[src/rtl/param_or_capture_if.sv]
// Bundles the channel inputs, control and status outputs of param_or_capture.
// The design side uses the slave modport and the driver side uses master.
interface param_or_capture_if #(
    parameter int WIDTH = 4,
    parameter int CNT_W = 8
);
    logic [WIDTH-1:0] in_vec;
    logic [WIDTH-1:0] mask;
    logic [1:0]       mode;
    logic             clr;
    logic             out_r;
    logic [WIDTH-1:0] sticky;
    logic             irq;
    logic [CNT_W-1:0] rise_cnt;

    modport slave (
        input  in_vec, mask, mode, clr,
        output out_r, sticky, irq, rise_cnt
    );

    modport master (
        output in_vec, mask, mode, clr,
        input  out_r, sticky, irq, rise_cnt
    );
endinterface

[src/rtl/param_or_capture.sv]
// Masked reduction (OR/AND/XOR/NOR) of WIDTH channels with registered output, per-channel
// sticky activity flags, a rise-triggered irq held until clr, and a saturating rise counter.
module param_or_capture #(
    parameter int WIDTH = 4,
    parameter int CNT_W = 8
) (
    input  logic               clk,
    input  logic               rst,
    param_or_capture_if.slave  bus
);
    typedef enum logic {
        IDLE = 1'b0,
        PEND = 1'b1
    } irq_state_t;

    localparam logic [CNT_W-1:0] CNT_MAX = '1;

    irq_state_t       state;
    irq_state_t       state_next;
    logic [WIDTH-1:0] eff_or;
    logic [WIDTH-1:0] eff_and;
    logic             red;
    logic             rise;
    logic             out_q;
    logic [WIDTH-1:0] sticky_q;
    logic [WIDTH-1:0] sticky_next;
    logic [CNT_W-1:0] cnt_q;
    logic [CNT_W-1:0] cnt_next;

    // Masked-off channels are forced to the identity value of each reduction.
    assign eff_or  = bus.in_vec & bus.mask;
    assign eff_and = bus.in_vec | ~bus.mask;

    // NOTE: every signal assigned in always_comb gets a default first so no latch is inferred.
    always_comb begin
        red = 1'b0;
        unique case (bus.mode)
            2'b00:   red = |eff_or;
            2'b01:   red = &eff_and;
            2'b10:   red = ^eff_or;
            default: red = ~|eff_or;
        endcase
    end

    assign rise = red & ~out_q;

    always_comb begin
        state_next = state;
        unique case (state)
            IDLE:    if (rise) state_next = PEND;
            default: if (bus.clr && !rise) state_next = IDLE;
        endcase
    end

    // A rise on the clearing edge is kept: clr acknowledges only older events.
    always_comb begin
        cnt_next = cnt_q;
        if (bus.clr) begin
            cnt_next = rise ? CNT_W'(1) : '0;
        end else if (rise && cnt_q != CNT_MAX) begin
            cnt_next = cnt_q + CNT_W'(1);
        end
    end

    assign sticky_next = (bus.clr ? '0 : sticky_q) | eff_or;

    // NOTE: state registers use non-blocking assignments so all updates commit together at the edge.
    always_ff @(posedge clk) begin
        if (rst) begin
            out_q    <= 1'b0;
            sticky_q <= '0;
            state    <= IDLE;
            cnt_q    <= '0;
        end else begin
            out_q    <= red;
            sticky_q <= sticky_next;
            state    <= state_next;
            cnt_q    <= cnt_next;
        end
    end

    assign bus.out_r    = out_q;
    assign bus.sticky   = sticky_q;
    assign bus.irq      = (state == PEND);
    assign bus.rise_cnt = cnt_q;
endmodule
[src/flat_wrapper.sv]
// flat-port wrapper written by rule: the top's interface ports become plain ports
module param_or_capture_flat 
#(
    parameter int WIDTH = 4,
    parameter int CNT_W = 8
)
  (clk, rst, bus_in_vec, bus_mask, bus_mode, bus_clr, bus_out_r, bus_sticky, bus_irq, bus_rise_cnt);
  param_or_capture_if #(.WIDTH(WIDTH), .CNT_W(CNT_W)) bus_i ();
  input  logic clk;
  input  logic rst;
  input wire logic [$bits(bus_i.in_vec)-1:0] bus_in_vec;
  input wire logic [$bits(bus_i.mask)-1:0] bus_mask;
  input wire logic [$bits(bus_i.mode)-1:0] bus_mode;
  input wire logic [$bits(bus_i.clr)-1:0] bus_clr;
  output wire logic [$bits(bus_i.out_r)-1:0] bus_out_r;
  output wire logic [$bits(bus_i.sticky)-1:0] bus_sticky;
  output wire logic [$bits(bus_i.irq)-1:0] bus_irq;
  output wire logic [$bits(bus_i.rise_cnt)-1:0] bus_rise_cnt;
  assign bus_i.in_vec = bus_in_vec;
  assign bus_i.mask = bus_mask;
  assign bus_i.mode = bus_mode;
  assign bus_i.clr = bus_clr;
  assign bus_out_r = bus_i.out_r;
  assign bus_sticky = bus_i.sticky;
  assign bus_irq = bus_i.irq;
  assign bus_rise_cnt = bus_i.rise_cnt;
  param_or_capture #(.WIDTH(WIDTH), .CNT_W(CNT_W)) u_core (.clk(clk), .rst(rst), .bus(bus_i));
endmodule
[config.mk]
export PLATFORM = sky130hd
export DESIGN_NAME = param_or_capture_flat
export DESIGN_NICKNAME = d
export VERILOG_FILES = /design/src/rtl/param_or_capture_if.sv /design/src/rtl/param_or_capture.sv /design/src/flat_wrapper.sv
export SDC_FILE = /design/constraint.sdc
export NUM_CORES = 1
export LEC_CHECK = 0
export ABC_AREA = 1
export CAP_MARGIN = 15
export CORE_ASPECT_RATIO = 0.75
export CORE_MARGIN = 5
export CORE_UTILIZATION = 44
export DETAILED_ROUTE_END_ITERATION = 8
export HOLD_SLACK_MARGIN = 0.06
export PLACE_DENSITY = 0.82
export SLEW_MARGIN = 5
export SYNTH_ARGS = -nofsm -noshare
export SYNTH_HDL_FRONTEND = slang
export SYNTH_SLANG_ARGS = --single-unit
[constraint.sdc]
create_clock -name clk -period 4.3 [get_ports clk]
set_clock_uncertainty 0.2 [all_clocks]
set_input_delay 0.86 -clock clk [delete_from_list [all_inputs] [get_ports clk]]
set_output_delay 0.86 -clock clk [all_outputs]
set_load 0.02 [all_outputs]
==> flow_summary.yaml <==
timing:
  period_minus_slack_ps: 2640
  slew_headroom: 0.677
  report.final.slew_viol_count: 0
  finalWorstSetupSlack_ps: 1660
  tightest_slew_ps: 482
  hold_viol: 0
  max_clock_freq_ghz: 0.378
  timing.final.crit_share: 0.615
  fin_tns_setup_ps: 0
  setup_viol: 0
  worst_hold_slack_ps: 269
  rsz0062_at_grt: "false"
synth:
  seq_area_frac_synth: 0.356
  syn_area_um2: 787
  synth_fp_nets: 133
  ys_async_sr_fraction: 0
  yosysWarnings: 0
  synth-edff-count: 0
  ys.flop_type: "dfxtp_1"
  syn-instance-count: 117
  synthDistinctLibCells: 20
  synth_seq_cells: 14
  post_synth.cell_area_avg_um2: 6.73
grt:
  grt-ovfl-total: 0
  grt_pass1_vias: 781
  grt_antenna_before_repair: 0
  grt_usage: 0.161
  grt_first_pass_wirelength_um: 3330
  grt_max_degree: 12
place:
  place.gp.congestion: 0.806
  dp.cells: 164
  dp_worst_setup_slack_ps: 1370
  hpwl_um: 1650
  portBuffers: 26
die:
  start_util: 0.456
  core-area_um2: 1720
  die-height_um: 46.6
  die-area_um2: 2740
  row_count: 13
  io_pins: 27
  die_x_um: 58.8
clocking:
  cts_made_buffers: 3
  clk_pin_slew_ps: 80
  cts_sinks: 14
  postCtsSetupBuffers: 0
  cts_max_level: 1
  clock_latency_ps: 280
  holdBufCountCts: 0
  root_buffer: "clkbuf_4"
  cts_tree: "built"
  ctsResizeCount: 0
  clock_path_buffers: 2
setup_path:
  crit_path_end_kind: "flop"
  worstPathCellList: "clkdlybuf4s50_1 > nand2_1 > ha_1 > nand2_1 > nand2_1 > o21ai_1 > nand2_1 > nand2_2 > nand3_4 > nand2_4 > nand2_1 > a21oi_1"
  worstPathRequired_ps: 4310
  crit_top_cell: "nand2_1"
  critPathKind: "in -> reg"
  critical_path.max_stage_delay_ps: 470
  critPathLaunchType: "primary input"
  arrival_ps: 2650
  cp_max_fo: 9
  crit_slowest_cell: "clkdlybuf4s50_1"
route:
  drc_errors: 0
  postRouteAntennaNets: 0
  drt_iter0_drc: 24
  dr.pass1.iters: 4
  wire_per_inst_um: 12.2
  viasPerCell: 5.02
  drt_wl_total_um: 2030
  vias: 839
power_and_ir_drop:
  power.density_nw_per_um2: 254
  p_seq_frac: 0.500
  combPwrFrac: 0.234
  ir_worst_vdd_uv: 222
  power.switching_uw: 80.9
  p_leak_nw: 0.445
  p_sw_frac: 0.291
  clock_power_share: 0.266
  internal_power_uw: 197
min_path:
  min_path_type: "reg -> reg"
layout:
  fin_util: 0.634
  layout_commonest_cell: "nand2_1"
  diodes: 0
  drive_gt1_frac: 0.0897
  nFillCells: 165
  fin_cells: 167
  nNetsFinal: 163
  final-seq-area_um2: 280
  multi_input_area_um2: 432
  area_delta_synth_final_pct: 39.0
  most-common-layout-cells: "33 x nand2_1, 26 x clkdlybuf4s50_1, 18 x inv_1"
job:
  max-cap-violations: 0
run_status:
  status: "finished, final reports clean"
-- kinds of logic after synthesis --
logic type      after synthesis  share of synthesized area
simple gates                 60                      0.361
compound gates               20                      0.140
buf+inv                      20                     0.0954
flops                        14                      0.356
fa+ha+maj                     3                     0.0477
-- power by group through the flow --
stage / clock network, mW / registers, mW / logic, mW
final: 0.0740 / 0.139 / 0.0650
after global routing: 0.0828 / 0.140 / 0.0714
after detailed placement: 0 / 0.142 / 0.0647
after floorplan: 0 / 0.148 / 0.0282
after CTS: 0.0764 / 0.139 / 0.0651
after global placement: 0 / 0.142 / 0.0627
-- sequential cells by signal (all words and copies together), names as in the netlist --
signal               count
u_core.bus.rise_cnt      8
u_core.bus.out_r         1
u_core.bus.irq           1
u_core.bus.sticky        4
-- cells in the mapped netlist (2+ instances only) --
cell     instances  area [um^2]
nand2_1         33          124
o21ai_0          6         30.0
nand3_1          8         40.0
inv_1           18         67.6
nor2_2           3         18.8
a21oi_1         10         50.1
ha_1             3         37.5
nand2_2          2         12.5
nand4_1          2         12.5
nor2_1           7         26.3
a21oi_2          2         17.5
nor3b_1          2         15.0
dfxtp_1         14          280
-- through the flow --
step                      instance area [um^2]  total power [mW]
after floorplan                            787             0.176
after global placement                    1070             0.204
after detailed placement                  1070             0.207
after CTS                                 1090             0.281
after global routing                      1090             0.294
final                                     1090             0.278
-- cell type report --
type	instances	share of cell area
clock buffers	3	0.0206
inverters	19	0.0652
multi-input cells	83	0.395
flip-flops and latches	14	0.256
well taps	22	0.0252
repair buffers	26	0.238
-- path summary, 6_finish.rpt --
path	start	to	slack [ps]	cells after the start
setup / recovery	bus_mask[1]	u_core.bus.rise_cnt[5]$_SDFFE_PP0P_	1660	12
hold / removal	u_core.bus.sticky[0]$_SDFF_PP0_	u_core.bus.sticky[0]$_SDFF_PP0_	270	2
setup reg to reg	u_core.bus.rise_cnt[0]$_SDFFE_PP0P_	u_core.bus.rise_cnt[4]$_SDFFE_PP0P_	2440	10
hold reg to reg	u_core.bus.sticky[0]$_SDFF_PP0_	u_core.bus.sticky[0]$_SDFF_PP0_	270	2
-- layer usage --
layer	wire (um)	share of wire	up-vias	GRT usage
li1	-	-	431	-
met1	919	0.45	387	0.192
met2	995	0.49	19	0.282
met5	0	0	-	0
met4	18	0.0089	0	0.0362
met3	96	0.047	2	0.0532
-- worst max-delay path: cells and delay by family --
kind                     cells  cell delay [ps]
AO/OA/AOI/OAI                2              240
adder cells (fa/ha/maj)      1              320
buffers and inverters        1              470
AND/OR/NAND/NOR              8              740
Note: power is estimated with default switching activity, not from simulation.
